`config.mk`:
```
export PLATFORM = sky130hd
export DESIGN_NAME = int_sequencer
export DESIGN_NICKNAME = d
export VERILOG_FILES = /design/src/rtl/int_sequencer.sv
export SDC_FILE = /design/constraint.sdc
export NUM_CORES = 1
export LEC_CHECK = 0
export ABC_AREA = 1
export CAP_MARGIN = 20
export CORE_MARGIN = 1
export CORE_UTILIZATION = 41
export DETAILED_ROUTE_END_ITERATION = 16
export PLACE_DENSITY = 0.86
export SYNTH_ARGS = -nofsm -noshare
export SYNTH_HDL_FRONTEND = slang
export SYNTH_SLANG_ARGS = --single-unit
```
`constraint.sdc`:
```
create_clock -name i_clk -period 3.3 [get_ports i_clk]
set_input_delay 0.33 -clock i_clk [delete_from_list [all_inputs] [get_ports i_clk]]
set_output_delay 0.33 -clock i_clk [all_outputs]
set_load 0.01 [all_outputs]
```
`src/rtl/int_sequencer.sv`:
```
// Interrupt / reset entry sequencer.
// Steps the CPU through the stack pushes and vector fetch for RESET, NMI, BRK and IRQ.
// A sequence starts only at an instruction boundary.
// Ports:
//   i_clk, i_rst             clock; asynchronous active-high reset
//   i_nmi_n                  NMI, falling-edge sensitive
//   i_irq_n                  IRQ, active-low level
//   i_brk_req                BRK opcode decoded
//   i_i_flag                 status interrupt-disable bit
//   i_instr_done             instruction boundary strobe
//   o_busy                   high in every state except idle
//   o_push_pch/pcl/p         stack push strobes
//   o_b_bit                  B flag value for the pushed status
//   o_load_vec_lo/hi         PC byte loads from the vector fetch
//   o_vec_addr               vector byte address (0 outside the fetch states)
//   o_set_i                  set interrupt-disable flag
//   o_ack, o_ack_src         completion pulse and source of the last completed sequence
module int_sequencer (
  input  logic        i_clk,
  input  logic        i_rst,
  input  logic        i_nmi_n,
  input  logic        i_irq_n,
  input  logic        i_brk_req,
  input  logic        i_i_flag,
  input  logic        i_instr_done,
  output logic        o_busy,
  output logic        o_push_pch,
  output logic        o_push_pcl,
  output logic        o_push_p,
  output logic        o_b_bit,
  output logic        o_load_vec_lo,
  output logic        o_load_vec_hi,
  output logic [15:0] o_vec_addr,
  output logic        o_set_i,
  output logic        o_ack,
  output logic [1:0]  o_ack_src
);

  typedef enum logic [2:0] {
    StRstHold, StIdle, StPushPch, StPushPcl, StPushP, StFetchLo, StFetchHi, StDone
  } state_e;

  localparam logic [1:0] SrcReset = 2'd0;
  localparam logic [1:0] SrcNmi   = 2'd1;
  localparam logic [1:0] SrcBrk   = 2'd2;
  localparam logic [1:0] SrcIrq   = 2'd3;

  state_e     r_state, w_state_d;
  logic [1:0] r_src, w_src_d;
  logic [1:0] r_ack_src, w_ack_src_d;
  logic       r_nmi_prev;
  logic       r_nmi_pend, w_nmi_pend_d;
  logic       w_nmi_edge;
  logic [15:0] w_vec_base;

  always_ff @(posedge i_clk or posedge i_rst) begin
    if (i_rst) begin
      r_state    <= StRstHold;
      r_src      <= SrcReset;
      r_ack_src  <= SrcReset;
      r_nmi_prev <= 1'b1;
      r_nmi_pend <= 1'b0;
    end else begin
      r_state    <= w_state_d;
      r_src      <= w_src_d;
      r_ack_src  <= w_ack_src_d;
      r_nmi_prev <= i_nmi_n;
      r_nmi_pend <= w_nmi_pend_d;
    end
  end

  assign w_nmi_edge = r_nmi_prev & ~i_nmi_n;

  always_comb begin
    w_state_d   = r_state;
    w_src_d     = r_src;
    w_ack_src_d = r_ack_src;
    unique case (r_state)
      StRstHold: begin
        // Reset skips the pushes and goes straight to the vector fetch.
        w_state_d = StFetchLo;
        w_src_d   = SrcReset;
      end
      StIdle: begin
        if (i_instr_done) begin
          if (r_nmi_pend) begin
            w_state_d = StPushPch;
            w_src_d   = SrcNmi;
          end else if (i_brk_req) begin
            w_state_d = StPushPch;
            w_src_d   = SrcBrk;
          end else if (!i_irq_n && !i_i_flag) begin
            w_state_d = StPushPch;
            w_src_d   = SrcIrq;
          end
        end
      end
      StPushPch: w_state_d = StPushPcl;
      StPushPcl: w_state_d = StPushP;
      StPushP: begin
        w_state_d = StFetchLo;
        // A pending NMI hijacks an IRQ/BRK sequence at the vector fetch.
        if (r_nmi_pend && (r_src == SrcBrk || r_src == SrcIrq)) w_src_d = SrcNmi;
      end
      StFetchLo: w_state_d = StFetchHi;
      StFetchHi: begin
        w_state_d   = StDone;
        w_ack_src_d = r_src;
      end
      StDone:    w_state_d = StIdle;
      default:   w_state_d = StRstHold;
    endcase
  end

  // Pending NMI is consumed when the fetch of the NMI vector begins; a fresh edge in
  // that same cycle keeps it set.
  always_comb begin
    w_nmi_pend_d = w_nmi_edge |
                   (r_nmi_pend & ~(r_state == StPushP && w_src_d == SrcNmi));
  end

  always_comb begin
    w_vec_base = 16'hFFFE;
    unique case (r_src)
      SrcReset: w_vec_base = 16'hFFFC;
      SrcNmi:   w_vec_base = 16'hFFFA;
      default:  w_vec_base = 16'hFFFE;
    endcase
  end

  always_comb begin
    o_busy        = (r_state != StIdle);
    o_push_pch    = (r_state == StPushPch);
    o_push_pcl    = (r_state == StPushPcl);
    o_push_p      = (r_state == StPushP);
    o_b_bit       = (r_state == StPushP) && (r_src == SrcBrk);
    o_load_vec_lo = (r_state == StFetchLo);
    o_load_vec_hi = (r_state == StFetchHi);
    o_set_i       = (r_state == StFetchLo);
    o_ack         = (r_state == StDone);
    o_ack_src     = r_ack_src;
    o_vec_addr    = 16'h0000;
    if (r_state == StFetchLo) o_vec_addr = w_vec_base;
    if (r_state == StFetchHi) o_vec_addr = w_vec_base + 16'd1;
  end

endmodule

```
==> Yosys cells after proc, flatten, opt, wreduce, memory -nomap -nowiden <==
Cells that the tools add are included.
{ "totals": {"ff_bits": 9, "input_bits": 7, "output_inout_bits": 27, "word_cells": 50} }
{ "classes": {"n_addsub": 1, "n_eq_ne": 14, "muxes": 14, "bitwise_logic": 5, "reduce_logical": 11} }
{ "ops": {"columns": ["op", "n"], "rows": [
  ["two-way mux 16 bit", 2],
  ["one-hot mux 3 bit (7 select lines)", 1],
  ["adder 16 x 1 -> 16 bit (second input constant)", 1],
  ["equality test 3 bit (second input constant)", 4],
  ["two-way mux 3 bit", 4],
  ["two-way mux 2 bit", 5],
  ["equality test 3 x 2 -> 1 bit (second input constant)", 2],
  ["one-hot mux 2 bit (3 select lines)", 1],
  ["one-hot mux 3 bit (2 select lines)", 1],
  ["equality test 2 x 1 -> 1 bit (second input constant)", 2],
  ["equality test 2 bit (second input constant)", 2],
  ["logical AND 1 bit", 4],
  ["!= test 4 bit (second input constant)", 1],
  ["equality test 3 x 1 -> 1 bit (second input constant)", 1],
  ["logical NOT 3 bit", 1],
  ["!= test 3 x 1 -> 1 bit (second input constant)", 1],
  ["AND 1 bit", 2],
  ["logical NOT 1 bit", 2],
  ["logical NOT 2 bit", 1],
  ["!= test 2 bit (second input constant)", 1],
  ["inverter 1 bit", 2],
  ["AND reduction 2 bit", 1],
  ["OR reduction 2 bit", 1],
  ["logical OR 1 bit", 1],
  ["OR 1 bit", 1]
]} }

==> Depth between registers and ports, before layout <==
{ "logic_depth": {"ltp_word": 12, "depth_mapped": 10, "depth_no_buf": 9} }

==> Least setup slack after synthesis <==
OpenSTA, ideal clock, no wires.
{ "synth_timing": {"path_type": "register to output", "startpoint": "register r_state[0]", "endpoint": "output port o_vec_addr[1]", "arrival_ps": 1474, "t_required_ps": 2970, "slack_ps": 1496, "path_stages_with_launch": 5, "path_buffers": 1, "cell_sequence": "dfrtp_1 > buf_6 > xnor2_1 > nor2_1 > o21a_1"} }
{ "synth_via": {"elab_chain_len": 3, "word_cells_on_any_way": 4, "cone_classes": "eq/ne: 2; mux: 2"} }
{ "synth_rtl": {"columns": ["item", "line", "text"], "rows": [
  ["from (decl)", "48", "state_e r_state, w_state_d;"],
  ["from (signal assigned)", "58", "r_state <= StRstHold;"],
  ["from (signal assigned)", "64", "r_state <= w_state_d;"],
  ["equality test 3 bit", "143", "if (r_state == StFetchLo) o_vec_addr = w_vec_base;"],
  ["two-way mux 16 bit", "143", null],
  ["two-way mux 16 bit (*)", "144", "if (r_state == StFetchHi) o_vec_addr = w_vec_base + 16'd1;"],
  ["to (decl)", "33", "output logic [15:0] o_vec_addr,"]
]} }
Mark *: on every way between the ends. The rest lies on a longest branch, timed or not.

==> Worst setup path after layout <==
Same ends and word-level chain as after synthesis.

==> impl_metrics.xml <==
<?xml version="1.0" encoding="UTF-8"?>
<metrics>
  <group name="global_route">
    <metric name="gr-total-overflow" unit="">0</metric>
    <metric name="initial_antenna_violation_count" unit="">0</metric>
    <metric name="track_usage" unit="">0.166</metric>
    <metric name="grt_first_pass_wirelength" unit="mm">2.13</metric>
    <metric name="largest_net_degree_at_the_start_of_global_routing" unit="">16</metric>
    <metric name="first_global_vias" unit="">508</metric>
  </group>
  <group name="worst_setup_path">
    <metric name="crit_type" unit="">reg -&gt; out</metric>
    <metric name="timing.critical_path.required" unit="ns">2.97</metric>
    <metric name="end_kind" unit="">output pin</metric>
    <metric name="timing.critical_path.fanout_max" unit="">15</metric>
    <metric name="worst_ep_arrival_time" unit="ns">2.33</metric>
    <metric name="reg2regPathDepth" unit="">8</metric>
    <metric name="critical_path.startpoint_type" unit="">register</metric>
  </group>
  <group name="yosys">
    <metric name="synth.area.top_cells" unit="">dfrtp_1, buf_4, nand2_1</metric>
    <metric name="synth_largest_type_area_fraction" unit="">0.309</metric>
    <metric name="synthesis.area" unit="um^2">648</metric>
    <metric name="ys_seq_elements" unit="">9</metric>
    <metric name="synth.yosys.warnings" unit="">0</metric>
    <metric name="netlist_instances" unit="">85</metric>
    <metric name="syn-num-nets" unit="">92</metric>
    <metric name="synth.largest_area_cell" unit="">dfrtp_1</metric>
    <metric name="synth.avg_cell_area" unit="um^2">7.62</metric>
    <metric name="netlist-cell-type-count" unit="">18</metric>
    <metric name="synth-seq-area-share" unit="">0.349</metric>
  </group>
  <group name="sta">
    <metric name="final-max-slew-violation-count" unit="">0</metric>
    <metric name="setup-tns-final" unit="ns">0</metric>
    <metric name="period_needed" unit="ns">2.66</metric>
    <metric name="clock.fmax" unit="GHz">0.375</metric>
    <metric name="setup_viol" unit="">0</metric>
    <metric name="hold_viol" unit="">0</metric>
    <metric name="fin_worst_skew" unit="ns">0.00816</metric>
    <metric name="fin_crit_sh" unit="">0.807</metric>
    <metric name="worstMarginPinSlew" unit="ns">0.805</metric>
    <metric name="relSlewSlack" unit="">0.461</metric>
    <metric name="rsz_0062_raised_after_global_routing" unit="">false</metric>
  </group>
  <group name="cts">
    <metric name="postCtsSetupBuffers" unit="">0</metric>
    <metric name="cts.clk_slew.worst_paths" unit="ns">0.06</metric>
    <metric name="cts_repair_resize_count" unit="">0</metric>
    <metric name="source_to_sink_clock_delay_at_the_later_pin_of_the_worst_skew_pair" unit="ns">0.27</metric>
    <metric name="ctsRootBufferMaster" unit="">clkbuf_4</metric>
    <metric name="tritoncts_clock_tree" unit="">built</metric>
    <metric name="cts_max_path_buffers" unit="">2</metric>
    <metric name="cts_max_level" unit="">1</metric>
    <metric name="numCtsBuffers" unit="">3</metric>
    <metric name="hold_buffers" unit="">0</metric>
    <metric name="clock-sinks" unit="">9</metric>
  </group>
  <group name="floorplanning">
    <metric name="top_level_ports" unit="">34</metric>
    <metric name="initial_core_util" unit="">0.469</metric>
    <metric name="fp.dieW" unit="um">41.8</metric>
    <metric name="floorplan.rows" unit="">13</metric>
    <metric name="floorplan.die_area" unit="um^2">1740</metric>
    <metric name="die_height" unit="um">41.8</metric>
    <metric name="placeableCoreArea" unit="um^2">1380</metric>
  </group>
  <group name="finish">
    <metric name="nets" unit="">114</metric>
    <metric name="finalNonFillerCells" unit="">121</metric>
    <metric name="n_antenna_cell" unit="">0</metric>
    <metric name="area_growth" unit="%">38.2</metric>
    <metric name="final.fill_count" unit="">117</metric>
    <metric name="share_of_post_route_cells_with_drive_strength_above_1" unit="">0.104</metric>
  </group>
  <group name="route">
    <metric name="total_number_of_vias" unit="">593</metric>
    <metric name="routedWlPerCell" unit="um">11.0</metric>
    <metric name="drt_drc_violations_left" unit="">0</metric>
    <metric name="detail_route.first_pass.iterations" unit="">4</metric>
    <metric name="vias_per_cell" unit="">4.90</metric>
    <metric name="route.final.wire_length" unit="mm">1.33</metric>
    <metric name="antenna_left" unit="">0</metric>
    <metric name="detailedRoute.firstIterationViolations" unit="">13</metric>
  </group>
  <group name="place">
    <metric name="placedCellCount" unit="">117</metric>
    <metric name="placement.io_buffers" unit="">33</metric>
    <metric name="final_weighted_congestion_of_routability_driven_global_placement" unit="">0.861</metric>
    <metric name="place_hpwl" unit="mm">1.06</metric>
  </group>
  <group name="power">
    <metric name="leak" unit="nW">0.409</metric>
    <metric name="power.density_cell_area" unit="nW/um^2">1220</metric>
    <metric name="vdd_drop_max" unit="mV">0.499</metric>
  </group>
  <group name="min_path">
    <metric name="min_path_type" unit="">in -&gt; async</metric>
  </group>
  <group name="job">
    <metric name="reported_max_cap_violation_count" unit="">0</metric>
  </group>
  <group name="status">
    <metric name="status" unit="">finished clean</metric>
  </group>
</metrics>
cell families (layout without fill, tap and decap cells):
logic type,count (synthesis),after routing,share of synthesized area
buf+inv,28,49,0.266
xor+xnor,1,1,0.0135
compound gates,6,6,0.0560
simple gates,41,41,0.315
flops,9,9,0.349
area by class of cell:
cell class / count / area [um^2] / area share
Tap cell: 15 / 18.8 / 0.0209
Clock buffer: 4 / 26.3 / 0.0293
Sequential cell: 9 / 226 / 0.253
Multi-Input combinational cell: 48 / 249 / 0.278
Timing Repair Buffer: 33 / 330 / 0.369
Inverter: 12 / 45.0 / 0.0503
routing by layer:
metal / track usage / wire, um / part of all wire
met1: 0.184 / 512 / 0.39
met2: 0.272 / 666 / 0.50
met3: 0.0565 / 120 / 0.090
met4: 0.0968 / 29 / 0.022
met5: 0 / 0 / 0
per-stage QoR:
step	hold slack (ns)	worst slack, ns	instance area, um^2	power [mW]	utilization
floorplan	0.157	1.50	648	0.776	-
global placement	0.466	0.993	870	0.994	0.629
detailed placement	0.473	0.888	870	1.02	0.629
CTS	0.337	0.596	896	1.11	0.648
global route	0.360	0.442	896	1.17	0.648
finish	0.319	0.636	896	1.09	0.648
sequential cells by signal (all words and copies together) (netlist names):
signal / count
o_ack_src: 2
r_nmi_pend: 1
r_state: 3
r_src: 2
r_nmi_prev: 1
worst paths after layout:
path | startpoint | endpoint | slack, ns
max in group asynchronous | i_rst | r_nmi_prev$_DFF_PP1_ | 2.68
setup / recovery | r_state[0]$_DFFE_PP0P_ | o_vec_addr[1] | 0.64
min in group i_clk | o_ack_src[1]$_DFFE_PP0P_ | o_ack_src[1]$_DFFE_PP0P_ | 0.48
hold reg to reg | o_ack_src[1]$_DFFE_PP0P_ | o_ack_src[1]$_DFFE_PP0P_ | 0.48
setup reg to reg | r_state[0]$_DFFE_PP0P_ | r_nmi_pend$_DFF_PP0_ | 1.97
hold / removal | i_rst | r_state[0]$_DFFE_PP0P_ | 0.32
worst max-delay path, stage by stage (launching register included):
cell and delay, ns:
dfrtp_1 0.50, xnor2_1 0.19, nor2_1 0.63, o21a_1 0.22, clkdlybuf4s50_1 0.53
synthesized netlist by cell type:
master	number
nand2_1	21
buf_4	14
inv_1	10
dfrtp_1	8
nor2_1	8
nand3_1	5
o21ai_0	3
buf_6	2
inv_2	2
nand3_2	2
nor3_1	2
o21a_1	2
a31oi_1	1
dfstp_2	1
nand3_4	1
nor2_2	1
nor3_4	1
xnor2_1	1
layout by cell type (no fill, tap or decap), drive strengths merged:
master	synthesis	final
nand3	8	8
nand2	21	21
nor3	3	3
a31oi	1	1
dfstp	1	1
clkbuf	0	4
dfrtp	8	8
clkdlybuf4s50	0	33
xnor2	1	1
nor2	9	9
o21ai	3	3
o21a	2	2
inv	12	12
power by group:
| part | switching [mW] | internal (mW) |
|---|---|---|
| Clock | 0.0401 | 0.0467 |
| Combinational | 0.356 | 0.437 |
| Sequential | 0.0637 | 0.152 |
| Total | 0.459 | 0.635 |
Note: power is estimated with default switching activity, not from simulation.
